===== src/rtl/graphics_type.sv =====
// Shared geometry types, table depths and sequencer state encoding for the
// triangle fetch/assembly path.
package graphics_type;

    localparam int MAX_TRI  = 24;
    localparam int NUM_VERT = 18;

    typedef logic [7:0] color_t;

    typedef struct packed {
        logic signed [9:0] x;
        logic signed [9:0] y;
        logic signed [9:0] z;
    } vertex_3d_t;

    typedef struct packed {
        logic [4:0] v0;
        logic [4:0] v1;
        logic [4:0] v2;
        color_t     color;
    } triangle_t;

    typedef enum logic [2:0] {
        SEQ_IDLE      = 3'd0,
        SEQ_FETCH_TRI = 3'd1,
        SEQ_FETCH_V0  = 3'd2,
        SEQ_FETCH_V1  = 3'd3,
        SEQ_FETCH_V2  = 3'd4,
        SEQ_EMIT      = 3'd5,
        SEQ_DONE      = 3'd6
    } seq_state_t;

    function automatic logic idx_bad(input logic [4:0] idx, input int depth);
        return int'(idx) >= depth;
    endfunction

endpackage


===== src/rtl/triangle_sequencer_if.sv =====
// Triangle packet stream from the sequencer to the rasteriser front end.
interface triangle_sequencer_if;
    import graphics_type::*;

    // A packet transfers on a rising edge where out_valid && out_ready; once
    // out_valid is high it stays high and the payload stays frozen until then.
    logic       out_valid;
    logic       out_ready;
    vertex_3d_t out_v0;
    vertex_3d_t out_v1;
    vertex_3d_t out_v2;
    color_t     out_color;
    logic       out_last;

    modport master (
        output out_valid, out_v0, out_v1, out_v2, out_color, out_last,
        input  out_ready
    );

    modport slave (
        input  out_valid, out_v0, out_v1, out_v2, out_color, out_last,
        output out_ready
    );

endinterface


===== src/rtl/triangle_sequencer.sv =====
// Walks the scene's triangle table once per frame, fetches the three vertices
// of each triangle and hands out one assembled packet per triangle.
module triangle_sequencer #(
    parameter int MAX_TRI  = graphics_type::MAX_TRI,
    parameter int NUM_VERT = graphics_type::NUM_VERT
) (
    input  logic                     clk,
    input  logic                     rst_n,
    input  logic                     frame_start,
    input  logic [1:0]               model_select_in,
    input  logic signed [9:0]        cam_x_in,
    input  logic signed [9:0]        cam_z_in,
    output logic [1:0]               model_select,
    output logic signed [9:0]        cam_x,
    output logic signed [9:0]        cam_z,
    input  logic [4:0]               num_triangles,
    output logic [4:0]               tri_idx,
    input  graphics_type::triangle_t  tri_in,
    output logic [4:0]               vert_idx,
    input  graphics_type::vertex_3d_t vert_in,
    triangle_sequencer_if.master     pkt,
    output logic                     busy,
    output logic                     frame_done,
    output logic                     overrun,
    output logic                     bad_index,
    output graphics_type::seq_state_t state_dbg
);
    import graphics_type::*;

    localparam int CW = $clog2(MAX_TRI + 1);

    localparam logic [2:0] ST_IDLE      = SEQ_IDLE;
    localparam logic [2:0] ST_FETCH_TRI = SEQ_FETCH_TRI;
    localparam logic [2:0] ST_FETCH_V0  = SEQ_FETCH_V0;
    localparam logic [2:0] ST_FETCH_V1  = SEQ_FETCH_V1;
    localparam logic [2:0] ST_FETCH_V2  = SEQ_FETCH_V2;
    localparam logic [2:0] ST_EMIT      = SEQ_EMIT;
    localparam logic [2:0] ST_DONE      = SEQ_DONE;

    logic [2:0]    state_q;
    logic [CW-1:0] cnt_q;
    logic [CW-1:0] n_q;
    logic [CW-1:0] n_eff;
    triangle_t     tri_q;
    vertex_3d_t    v0_q, v1_q, v2_q;
    color_t        color_q;
    logic          last_q;
    logic          tri_bad;
    logic          last_tri;

    always_comb begin
        n_eff = CW'(num_triangles);
        if (int'(num_triangles) > MAX_TRI) begin
            n_eff = CW'(MAX_TRI);
        end
    end

    assign tri_bad  = idx_bad(tri_q.v0, NUM_VERT) || idx_bad(tri_q.v1, NUM_VERT) ||
                      idx_bad(tri_q.v2, NUM_VERT);
    assign last_tri = (cnt_q == n_q - CW'(1));

    always_ff @(posedge clk or negedge rst_n) begin
        if (!rst_n) begin
            state_q      <= ST_IDLE;
            cnt_q        <= '0;
            n_q          <= '0;
            tri_q        <= '0;
            v0_q         <= '0;
            v1_q         <= '0;
            v2_q         <= '0;
            color_q      <= '0;
            last_q       <= 1'b0;
            model_select <= '0;
            cam_x        <= '0;
            cam_z        <= '0;
        end else begin
            case (state_q)
                ST_IDLE: begin
                    if (frame_start) begin
                        model_select <= model_select_in;
                        cam_x        <= cam_x_in;
                        cam_z        <= cam_z_in;
                        cnt_q        <= '0;
                        state_q      <= ST_FETCH_TRI;
                    end
                end
                ST_FETCH_TRI: begin
                    tri_q <= tri_in;
                    // The count is frozen at the first fetch so a scene-table
                    // update mid-frame cannot truncate or extend the pass.
                    if (cnt_q == '0) begin
                        n_q <= n_eff;
                    end
                    if (cnt_q == '0 && n_eff == '0) begin
                        state_q <= ST_DONE;
                    end else begin
                        state_q <= ST_FETCH_V0;
                    end
                end
                ST_FETCH_V0: begin
                    if (tri_bad) begin
                        cnt_q   <= cnt_q + CW'(1);
                        state_q <= last_tri ? ST_DONE : ST_FETCH_TRI;
                    end else begin
                        v0_q    <= vert_in;
                        state_q <= ST_FETCH_V1;
                    end
                end
                ST_FETCH_V1: begin
                    v1_q    <= vert_in;
                    state_q <= ST_FETCH_V2;
                end
                ST_FETCH_V2: begin
                    v2_q    <= vert_in;
                    color_q <= tri_q.color;
                    last_q  <= last_tri;
                    state_q <= ST_EMIT;
                end
                ST_EMIT: begin
                    if (pkt.out_ready) begin
                        cnt_q   <= cnt_q + CW'(1);
                        state_q <= last_q ? ST_DONE : ST_FETCH_TRI;
                    end
                end
                ST_DONE: begin
                    state_q <= ST_IDLE;
                end
                default: begin
                    state_q <= ST_IDLE;
                end
            endcase
        end
    end

    always_comb begin
        tri_idx  = '0;
        vert_idx = '0;
        case (state_q)
            ST_FETCH_TRI: tri_idx  = 5'(cnt_q);
            ST_FETCH_V0:  vert_idx = tri_q.v0;
            ST_FETCH_V1:  vert_idx = tri_q.v1;
            ST_FETCH_V2:  vert_idx = tri_q.v2;
            default: begin
                tri_idx  = '0;
                vert_idx = '0;
            end
        endcase
    end

    assign pkt.out_valid = (state_q == ST_EMIT);
    assign pkt.out_v0    = v0_q;
    assign pkt.out_v1    = v1_q;
    assign pkt.out_v2    = v2_q;
    assign pkt.out_color = color_q;
    assign pkt.out_last  = last_q;

    assign busy       = (state_q != ST_IDLE);
    assign frame_done = (state_q == ST_DONE);
    assign overrun    = frame_start && (state_q != ST_IDLE);
    assign bad_index  = (state_q == ST_FETCH_V0) && tri_bad;
    assign state_dbg  = seq_state_t'(state_q);

endmodule


===== src/flat_wrapper.sv =====
// flat-port wrapper written by rule: the top's interface ports become plain ports
module triangle_sequencer_flat import graphics_type::*;
#(
    parameter int MAX_TRI  = graphics_type::MAX_TRI,
    parameter int NUM_VERT = graphics_type::NUM_VERT
)
  (clk, rst_n, frame_start, model_select_in, cam_x_in, cam_z_in, model_select, cam_x, cam_z, num_triangles, tri_idx, tri_in, vert_idx, vert_in, busy, frame_done, overrun, bad_index, state_dbg, pkt_out_valid, pkt_out_v0, pkt_out_v1, pkt_out_v2, pkt_out_color, pkt_out_last, pkt_out_ready);
  triangle_sequencer_if pkt_i ();
  input  logic clk;
  input  logic rst_n;
  input  logic frame_start;
  input  logic [1:0] model_select_in;
  input  logic signed [9:0] cam_x_in;
  input  logic signed [9:0] cam_z_in;
  output logic [1:0] model_select;
  output logic signed [9:0] cam_x;
  output logic signed [9:0] cam_z;
  input  logic [4:0] num_triangles;
  output logic [4:0] tri_idx;
  input  graphics_type::triangle_t tri_in;
  output logic [4:0] vert_idx;
  input  graphics_type::vertex_3d_t vert_in;
  output logic busy;
  output logic frame_done;
  output logic overrun;
  output logic bad_index;
  output graphics_type::seq_state_t state_dbg;
  output wire logic [$bits(pkt_i.out_valid)-1:0] pkt_out_valid;
  output wire logic [$bits(pkt_i.out_v0)-1:0] pkt_out_v0;
  output wire logic [$bits(pkt_i.out_v1)-1:0] pkt_out_v1;
  output wire logic [$bits(pkt_i.out_v2)-1:0] pkt_out_v2;
  output wire logic [$bits(pkt_i.out_color)-1:0] pkt_out_color;
  output wire logic [$bits(pkt_i.out_last)-1:0] pkt_out_last;
  input wire logic [$bits(pkt_i.out_ready)-1:0] pkt_out_ready;
  assign pkt_out_valid = pkt_i.out_valid;
  assign pkt_out_v0 = pkt_i.out_v0;
  assign pkt_out_v1 = pkt_i.out_v1;
  assign pkt_out_v2 = pkt_i.out_v2;
  assign pkt_out_color = pkt_i.out_color;
  assign pkt_out_last = pkt_i.out_last;
  assign pkt_i.out_ready = pkt_out_ready;
  triangle_sequencer #(.MAX_TRI(MAX_TRI), .NUM_VERT(NUM_VERT)) u_core (.clk(clk), .rst_n(rst_n), .frame_start(frame_start), .model_select_in(model_select_in), .cam_x_in(cam_x_in), .cam_z_in(cam_z_in), .model_select(model_select), .cam_x(cam_x), .cam_z(cam_z), .num_triangles(num_triangles), .tri_idx(tri_idx), .tri_in(tri_in), .vert_idx(vert_idx), .vert_in(vert_in), .pkt(pkt_i), .busy(busy), .frame_done(frame_done), .overrun(overrun), .bad_index(bad_index), .state_dbg(state_dbg));
endmodule

===== config.mk =====
export PLATFORM = sky130hd
export DESIGN_NAME = triangle_sequencer_flat
export DESIGN_NICKNAME = d
export VERILOG_FILES = /design/src/rtl/graphics_type.sv /design/src/rtl/triangle_sequencer_if.sv /design/src/rtl/triangle_sequencer.sv /design/src/flat_wrapper.sv
export SDC_FILE = /design/constraint.sdc
export NUM_CORES = 1
export LEC_CHECK = 0
export CAP_MARGIN = 0
export CORE_MARGIN = 2
export CORE_UTILIZATION = 31
export CTS_CLUSTER_SIZE = 10
export DETAILED_ROUTE_END_ITERATION = 7
export GPL_TIMING_DRIVEN = 0
export PLACE_DENSITY = 0.62
export SYNTH_ARGS = -nofsm -noshare
export SYNTH_HDL_FRONTEND = slang
export SYNTH_SLANG_ARGS = --single-unit

===== constraint.sdc =====
create_clock -name clk -period 2.3 [get_ports clk]
set_input_delay 0.46 -clock clk [delete_from_list [all_inputs] [get_ports clk]]
set_output_delay 0.46 -clock clk [all_outputs]
set_load 0.01 [all_outputs]

Yosys cells after proc, flatten, opt, wreduce, memory -nomap -nowiden
Index checks and enable logic that the tools add are counted.
W data, S select, Z words.
Word-level totals
  output and inout bits: 139
  bits in registers: 157
  logic and storage cells: 67
Operators by class
  mux-type cells: 14
  $lt $le $gt $ge: 4
  add/subtract/negate cells: 2
  equality and inequality tests: 10
  bitwise logic cells: 1
  reduce and logical (&&, ||, !) cells: 15
Operators by type and width (count)
  $pmux W5 S3: 2
  $mux W5: 5
  $mux W3: 6
  $pmux W3 S6: 1
  $ge A5 B5 Y1 const B: 3
  $logic_not A5 Y1: 2
  $eq A3 B3 Y1 const B: 3
  $reduce_and A2 Y1: 4
  $eq A3 B2 Y1 const B: 2
  $reduce_bool A3 Y1: 2
  $add A5 B1 Y5 const B: 1
  $eq A5 B5 Y1: 1
  $gt A5 B5 Y1 const B: 1
  $sub A5 B1 Y5 const B: 1
  $ne A2 B1 Y1 const B: 2
  $reduce_and A4 Y1: 1
  $eq A3 B1 Y1 const B: 1
  $logic_and A1 B1 Y1: 3
  $logic_not A3 Y1: 1
  $logic_or A1 B1 Y1: 2
  $ne A2 B2 Y1 const B: 1
  $not A1 Y1: 1

Depth between registers and ports, before layout
Gate-level depths: netlist of the first run.
  depth after elaboration: 6
  gate-level depth with buffers: 7
  gate-level depth less buffers: 6

Least setup slack after synthesis of the first run
OpenSTA, ideal clock, no wires.
  path type: register -> output
  start point: reg u_core.state_q[1], in the netlist u_core.state_dbg[1]
  end point: out tri_idx[0]
  data required time: 1840 ps
  setup slack: 332 ps
  stages on the path, launching flop included: 6
  arrival: 1508 ps
  cells stage by stage: dfrtp_1 buf_2 nor3b_1 buf_2 buf_4 and2_1
On the way
  cells in the longest elaborated chain, start to end: 2
RTL lines
  start, declared: RTL line triangle_sequencer.sv:40  | logic [2:0] state_q;
  start signal, assigned: RTL line triangle_sequencer.sv:103  | state_q <= last_tri ? ST_DONE : ST_FETCH_TRI;
  start signal, assigned: RTL line triangle_sequencer.sv:122  | state_q <= last_q ? ST_DONE : ST_FETCH_TRI;
  $eq A3 B1 Y1: RTL line triangle_sequencer.sv:138  | case (state_q)
  $mux W5: RTL line triangle_sequencer.sv:138
  end, declared: RTL line flat_wrapper.sv:19  | output logic [4:0] tri_idx;
No other way between the ends.

Worst setup path in the final report of the first run
  start point: reg u_core.state_q[1], in the netlist u_core.state_dbg[1]
  end point: out vert_idx[0]
On the way
  cells in the longest elaborated chain, start to end: 2
  elaborated cells between the ends (all ways): 4
  those cells by class: eq/ne (3); mux (1)
RTL lines
  $eq A3 B3 Y1 or $eq A3 B2 Y1 (tied branches): RTL line triangle_sequencer.sv:138
  $pmux W5 S3 (*): RTL line triangle_sequencer.sv:138
  end, declared: RTL line flat_wrapper.sv:21  | output logic [4:0] vert_idx;
Mark *: on every way between the ends. The rest lies on a longest branch, timed or not.

==> results of run 1 <==
[state kept, by name (all words and copies together), names as in the netlist]
signal,flops
u_core.pkt.out_v0,30
u_core.pkt.out_v1,30
u_core.pkt.out_v2,30
u_core.tri_q,23
u_core.cam_x,10
u_core.cam_z,10
u_core.pkt.out_color,8
u_core.cnt_q,5
u_core.n_q,5
u_core.state_dbg,3
u_core.model_select,2
u_core.pkt.out_last,1
[cell families (layout without fill, tap and decap cells)]
family | Yosys count | after routing | share of synthesized area, %
flops | 157 | 157 | 59.9
buf+inv | 34 | 299 | 2.77
xor+xnor | 6 | 6 | 0.802
simple gates | 153 | 153 | 11.0
compound gates | 31 | 31 | 3.09
fa+ha+maj | 3 | 3 | 0.572
mux | 121 | 121 | 21.9
[cell usage after synthesis, types with 2 or more instances]
library cell,instances
xor2_1,3
nand3_1,5
buf_6,3
buf_2,13
and3_1,4
mux2_2,78
xnor2_1,3
nor3_1,3
clkbuf_1,6
ha_1,3
mux2_1,20
nor2b_1,5
o21ai_0,13
nand2_1,109
dfrtp_1,157
nor3b_2,2
inv_1,8
mux2i_1,3
o31ai_1,3
nor2_1,5
buf_4,4
nor4b_1,2
a22oi_1,5
mux2_4,20
and2_1,8
[path summary, 6_finish.rpt]
| path | slack, ps | endpoint | start | depth (start not counted) |
|---|---|---|---|---|
| min reg2reg | 470 | u_core.pkt.out_v1[8] | u_core.pkt.out_v1[8] | 2 |
| max in group asynchronous | 1380 | u_core.pkt.out_v1[8] | rst_n | 2 |
| min | 60 | u_core.n_q[3] | rst_n | 1 |
| min in group clk | 470 | u_core.pkt.out_v1[8] | u_core.pkt.out_v1[8] | 2 |
| max reg2reg | 160 | u_core.cam_z[8] | u_core.state_dbg[0] | 5 |
| max | 20 | vert_idx[0] | u_core.state_dbg[1] | 5 |
[routing by layer]
layer	vias to the layer above	global-route usage, %	share of wire (%)
met2	198	26.6	47
met5	-	0	0
met1	2380	20.0	43
met3	23	5.88	8.1
met4	0	6.14	1.8
li1	2234	-	-
[power groups by stage]
stage,Combinational [mW],Clock (mW),Sequential (mW)
floorplan,2.47,0,5.37
global placement,6.04,0,4.92
detailed placement,6.17,0,5.01
CTS,6.40,2.83,5.03
global route,6.84,2.97,5.19
finish,6.35,2.75,5.00
[worst reg2reg max path, stage by stage (launching register included)]
cell	delay [ps]
dfrtp_1	390
buf_6	140
buf_4	150
nor4_4	670
buf_4	320
mux2_1	350
[final cells by class]
cell class / count / area [µm²]
flip-flops and latches: 157 / 3930
repair buffers: 235 / 2300
clock inverters: 13 / 130
clock buffers: 19 / 443
well taps: 275 / 344
plain buffers: 24 / 179
multi-input cells: 314 / 2520
inverters: 8 / 30.0
fillers: 1853 / 11000
[repair_timing]
| action | CTS | global route |
|---|---|---|
| endpoints found under the hold margin | 0 | 0 |
| pin swaps | 2 | 5 |
| resized for setup | 64 | 14 |
| buffers inserted | 9 | 3 |
| cloned | 0 | 0 |
| endpoints found under the setup margin | 15 | 12 |
[per-stage QoR]
| stage | utilization [%] | TNS [ps] | std cells | total power [mW] |
|---|---|---|---|---|
| after floorplan | - | 0 | 505 | 7.84 |
| final | 47.3 | 0 | 1045 | 14.1 |
| after CTS | 47.3 | -6.69 | 1042 | 14.3 |
| after global routing | 47.3 | 0 | 1045 | 15.0 |
| after global placement | 43.7 | -882340 | 1002 | 11.0 |
| after detailed placement | 43.8 | -7960 | 1003 | 11.2 |
==> qor.yml, run 1 <==
cp_max_fo: 10
pre_cts_ws_ps: -436
dieArea_mm2: 0.0223
ir_worst_vdd_mv: 0.667
cts_hold_buf: 0
start_kind: "flop"
antenna_found_initial: 0
fp.dieW_um: 149
worst_clock_skew_ps: 17.0
syn_avg_cell_area_um2: 13.0
synthTopCellsByArea: "dfrtp_1, mux2_2, nand2_1"
whs_ps: 59.3
tightest_slew_ps: 715
path_cells: "buf_4, and2b_2, a22oi_1, o21ai_1, clkdlybuf4s15_2"
grt_setup_unrepaired: "no"
grt_use_total_pct: 16.4
period_needed_ps: 2280
drc: 0
drt_iter0_markers: 288
status: "finished, final reports clean"
grt_pass1_wl_um: 28100
placed_area_mm2: 0.00915
final_area_mm2: 0.00988
netSwitchingFraction_pct: 32.9
dp_hpwl_um: 12700
maxSlewViolCount: 0
netlist.area_leader.share_pct: 59.9
criticalPathCategory: "flop to primary output"
die_y_um: 149
antennaDiodeCount: 0
power.internal_mw: 9.47
cp_data_arrival_time_ps: 1820
ctsLongestPathBuffers: 2
fp.coreArea_mm2: 0.0209
fin_crit_sh_pct: 99.2
synth_seq_cells: 157
max-cap-violations: 0
grt_pass1_vias: 5225
cp_top_family: "flip-flops"
seqPwrFrac_pct: 35.5
clockRootBuffer: "clkbuf_16"
netSwitchingPower_mw: 4.64
pwr-share-comb_pct: 45.0
relSlewSlack_pct: 52.0
final_cell_mix: "clkdlybuf4s50_1, dfrtp_1, nand2_1, mux2_2"
place.gp.congestion: 0.785
clk_pin_slew_ps: 60
synth_top_area_cell: "dfrtp_1"
yosys_warnings: 0
wl_per_cell_um: 16.9
firstDrtPassIters: 4
hold_viol_final: 0
synth.net_count: 592
critPathSlowestCell: "dfrtp_2"
grt_max_degree: 83
synth_edf_count: 0
final_nets: 844
ys_seq_area_share_pct: 59.9
synthArstFlopShare_pct: 100
setup_violations: 0
synthesis.instances: 505
clk_latency_ps: 430
synthFlopType: "dfrtp_1"
drt_wl_total_um: 17600
grt_overflow: 0
cts.sinks: 157
mostFrequentLayoutCell: "clkdlybuf4s50_1"
port_buffers: 222
antenna_left: 0
viasPerCell: 4.63
cts_buffers: 17
critPathBufInv: 2
initial_utilization_pct: 31.4
htree_levels: 4
num_vias: 4835
clockPowerShare_pct: 19.5
max_freq_mhz: 438
syn_area_mm2: 0.00656
critPathMaxStageDelay_ps: 430
cts_tree: "built"
areaGrowthSynthToFinish_pct: 50.6
final_layout_size_suffix_gt1_share_pct: 24.5
ios: 223
end_kind: "primary output"
yosysUniqueCellTypes: 45
fp-row-count: 53
p_leak_nw: 4.36
required_ps: 1840
hold_class: "input port to asynchronous set/reset pin"
layout_setup_ws_ps: 19.3
p_per_area_mw_per_mm2: 1430
No activity file was read; power rests on OpenSTA's default activity.
==> inputs of run 2 (changes only) <==
Settings changed: CORE_MARGIN 2 to not set.
==> qor.yml, run 2 (same netlist as run 1, synthesis figures left out) <==
criticalPathCategory: "flop to primary output"
startpoint: "u_core.state_dbg[1]"
cts_buffers: 17
drt_iter0_markers: 198
viasPerCell: 4.60
antennaDiodeCount: 0
cts.sinks: 157
max-cap-violations: 0
clockRootBuffer: "clkbuf_16"
p_per_area_mw_per_mm2: 1430
hold_class: "input port to asynchronous set/reset pin"
grt_max_degree: 94
status: "finished, final reports clean"
fp.coreArea_mm2: 0.0205
htree_levels: 4
drt_wl_total_um: 17300
final_cell_mix: "clkdlybuf4s50_1, dfrtp_1, nand2_1, mux2_2"
num_vias: 4790
fp-row-count: 52
die_y_um: 147
final_layout_size_suffix_gt1_share_pct: 24.6
relSlewSlack_pct: 52.6
antenna_found_initial: 0
place.gp.congestion: 0.780
fin_crit_sh_pct: 98.1
ios: 223
fp.dieW_um: 147
end_kind: "primary output"
cp_data_arrival_time_ps: 1800
grt_pass1_vias: 5166
maxSlewViolCount: 0
max_freq_mhz: 443
ir_worst_vdd_mv: 0.646
worst_clock_skew_ps: 7.14
required_ps: 1840
clk_pin_slew_ps: 70
cp_max_fo: 10
final_nets: 845
wl_per_cell_um: 16.6
grt_setup_unrepaired: "yes"
period_needed_ps: 2260
grt_pass1_wl_um: 27700
hold_viol_final: 0
p_leak_nw: 4.38
mostFrequentLayoutCell: "clkdlybuf4s50_1"
drc: 0
grt_use_total_pct: 16.6
setup_violations: 0
grt_overflow: 0
start_kind: "flop"
r2r-start: "u_core.state_dbg[2]"
initial_utilization_pct: 32.0
p_total_mw: 14.2
clk_latency_ps: 420
dp_hpwl_um: 12500
cts_tree: "built"
pre_cts_ws_ps: -436
antenna_left: 0
tightest_slew_ps: 706
ctsLongestPathBuffers: 2
dieArea_mm2: 0.0217
port_buffers: 222
layout_setup_ws_ps: 43.2
areaGrowthSynthToFinish_pct: 51.0
firstDrtPassIters: 4
==> run 2: path summary, 6_finish.rpt <==
path                                               to  cells past startpoint  slack (ps)
worst min register to register   u_core.pkt.out_v1[8]                      2         480
max in group asynchronous       u_core.pkt.out_v0[18]                      2        1420
worst min-delay path                  u_core.cam_z[9]                      1           4
worst max register to register        u_core.cam_z[1]                      5         170
min in group clk                 u_core.pkt.out_v1[8]                      2         480
worst max-delay path                      vert_idx[0]                      5          40
==> run 2: layer usage <==
layer | vias to the layer above | wire length, µm | global-route usage (%)
li1 | 2228 | - | -
met4 | 0 | 241 | 6.44
met3 | 19 | 1230 | 5.40
met1 | 2367 | 7240 | 19.7
met2 | 176 | 8610 | 27.8
met5 | - | 0 | 0
==> run 2: repair_timing <==
item / 4_1_cts / 5_1_grt
setup endpoints to repair: 15 / 10
setup buffers: 9 / 4
pin swaps: 3 / 2
gates resized for setup: 64 / 11
hold buffers: 0 / 0
==> run 2: layout make-up <==
cell class | instances | area, µm²
clock inverter | 14 | 156
inverter | 8 | 30.0
clock buffer | 18 | 439
tap | 270 | 338
sequential | 157 | 3930
buffer | 24 | 178
timing repair buffer | 236 | 2310
fill | 1849 | 10600
multi-input combinational | 314 | 2510
==> run 2: stage by stage <==
step / util, % / setup TNS, ps / instances / cell area [µm²] / hold slack, ps
2_1_floorplan: - / 0 / 505 / 6560 / 164
3_3_place_gp: 44.5 / -851500 / 997 / 9120 / 460
3_5_place_dp: 44.6 / -8390 / 998 / 9150 / 462
4_1_cts: 48.4 / 0 / 1037 / 9910 / 20.3
5_1_grt: 48.3 / -89.1 / 1041 / 9900 / 49.3
6_report: 48.3 / 0 / 1041 / 9900 / 3.60
==> run 2: worst max-delay path: stages, from the launching register on <==
cell	delay, ps
dfrtp_2	410
buf_4	180
and2b_2	280
a22oi_1	80
o21ai_1	170
clkdlybuf4s15_2	260
==> run 2: power breakdown <==
group / switching [mW] / internal, mW
sequential: 0.860 / 4.13
combinational: 2.53 / 3.80
clock: 1.19 / 1.65
total: 4.58 / 9.58
==> inputs of run 3 (changes only) <==
Settings changed: CELL_PAD_IN_SITES_DETAIL_PLACEMENT set to 1, CELL_PAD_IN_SITES_GLOBAL_PLACEMENT set to 1, CORE_ASPECT_RATIO set to 1.75, PLACE_DENSITY 0.62 to 0.75.
==> qor.yml, run 3 (same netlist as run 1, synthesis figures left out) <==
status: "finished with violations"
violations: "DRC"
path_cells: "buf_6, buf_8, or3_4, and2_1, buf_2"
place.gp.congestion: 0.750
multi_input_area_mm2: 0.00252
drt_iter0_markers: 187
hold_class: "input port to asynchronous set/reset pin"
cts_buffers: 17
grt_pass1_wl_um: 31500
period_needed_ps: 2230
fp.dieW_um: 112
fp-row-count: 70
r2r-start: "u_core.state_dbg[0]"
cp_max_fo: 10
worst_clock_skew_ps: 7.60
viasPerCell: 4.78
power.internal_mw: 9.76
end_kind: "primary output"
critPathBufInv: 3
grt_use_met2_pct: 36.6
mostFrequentLayoutCell: "clkdlybuf4s50_1"
p_per_area_mw_per_mm2: 1460
fillCellCount: 2172
fin_crit_sh_pct: 96.9
drc: 18
wl_per_cell_um: 19.1
clockRootBuffer: "clkbuf_16"
ir_worst_vdd_mv: 0.640
critPathSlowestCell: "dfrtp_1"
ctsLongestPathBuffers: 2
maxSlewViolCount: 0
clockPowerShare_pct: 20.1
cp_data_arrival_time_ps: 1770
grt_pass1_vias: 5766
grt_overflow: 0
seqPwrFrac_pct: 34.8
firstDrtPassIters: 7
regToRegEndpoint: "u_core.cam_z[3]"
htree_levels: 4
antennaDiodeCount: 0
fp.coreArea_mm2: 0.0208
die_y_um: 194
r2r_cells: 5
max_freq_mhz: 448
dp_hpwl_um: 14600
max-cap-violations: 0
cts_tree: "built"
antenna_found_initial: 0
netSwitchingFraction_pct: 32.5
relSlewSlack_pct: 47.3
required_ps: 1840
startpoint: "u_core.state_dbg[0]"
tightest_slew_ps: 778
clk_pin_slew_ps: 60
cts.sinks: 157
final_layout_size_suffix_gt1_share_pct: 24.9
dieArea_mm2: 0.0218
reg2reg_slack_ps: 190
busiest_layer: "met2"
layout_setup_ws_ps: 70.3
met3_usage_pct: 4.65
areaGrowthSynthToFinish_pct: 51.0
pre_cts_ws_ps: -674
place_inst: 980
critPathMaxStageDelay_ps: 390
final_nets: 847
final_cell_mix: "clkdlybuf4s50_1, dfrtp_1, nand2_1, mux2_2"
criticalPathCategory: "flop to primary output"
cp_top_family: "simple AND/OR/NAND/NOR gates"
ios: 223
port_buffers: 222
grt_use_total_pct: 18.9
num_vias: 4896
crit_cells: 5
grt_max_degree: 94
antenna_left: 0
initial_utilization_pct: 31.5
clk_latency_ps: 430
use_met1_pct: 18.7
p_leak_nw: 4.41
start_kind: "flop"
netSwitchingPower_mw: 4.70
regArea_mm2: 0.00393
crit_end: "overrun"
final_cell_count_no_fill: 1024
pwr-share-comb_pct: 45.1
hold_viol_final: 0
drt_wl_total_um: 19600
setup_violations: 0
run 3: changes by cell type in the layout (fill, tap and decap cells not counted), sizes merged, moves of 2 or more:
cell         change
buf              +9
clkbuf           -2
clkinvlp         -3
dlygate4sd2      -2
inv              -3
run 3: timing repair:
action | 4_1_cts | 5_1_grt
hold buffers | 0 | 0
endpoints found under the setup margin | 15 | 12
pin swaps | 3 | 1
buffers inserted | 12 | 3
hold endpoints to repair | 0 | 0
gates resized for setup | 75 | 13
run 3: how the worst min path moves through the flow:
| stage | from | end | slack (ps) | cells past startpoint |
|---|---|---|---|---|
| after floorplan | rst_n | u_core.cam_x[0] | 160 | 0 |
| after global routing | rst_n | u_core.pkt.out_v0[1] | 60 | 1 |
| final | rst_n | u_core.pkt.out_v1[18] | 40 | 1 |
| after CTS | rst_n | u_core.pkt.out_v0[18] | 40 | 1 |
| after global placement | u_core.pkt.out_v1[3] | u_core.pkt.out_v1[3] | 460 | 2 |
| after detailed placement | u_core.pkt.out_v1[7] | u_core.pkt.out_v1[7] | 470 | 2 |
run 3: power groups by stage:
| stage | logic, mW | registers (mW) | clock network [mW] |
|---|---|---|---|
| finish | 6.52 | 5.03 | 2.91 |
| global route | 6.99 | 5.22 | 3.10 |
| CTS | 6.56 | 5.04 | 3.01 |
| detailed placement | 6.31 | 5.02 | 0 |
| global placement | 6.09 | 4.92 | 0 |
| floorplan | 2.47 | 5.37 | 0 |
run 3: layer usage:
metal	vias up	wire, µm
li1	2224	-
met5	-	0
met4	0	486
met2	162	11100
met1	2479	6890
met3	31	1030
run 3: cell type report:
cell class / instances / share of cell area (%)
Timing Repair Buffer: 238 / 23.3
Clock inverter: 10 / 1.38
Sequential cell: 157 / 39.7
Clock buffer: 21 / 4.75
Inverter: 8 / 0.303
Buffer: 24 / 1.91
Tap cell: 252 / 3.18
Multi-Input combinational cell: 314 / 25.5
run 3: through the flow:
step	instance area (µm²)	utilization, %	power [mW]	hold WS [ps]	TNS [ps]
after CTS	9900	47.5	14.6	35.8	-68.2
after global routing	9900	47.5	15.3	62.2	-2.71
after global placement	9090	43.6	11.0	462	-846120
after detailed placement	9120	43.8	11.3	466	-8370
after floorplan	6560	-	7.84	164	0
final	9900	47.5	14.5	40.9	0
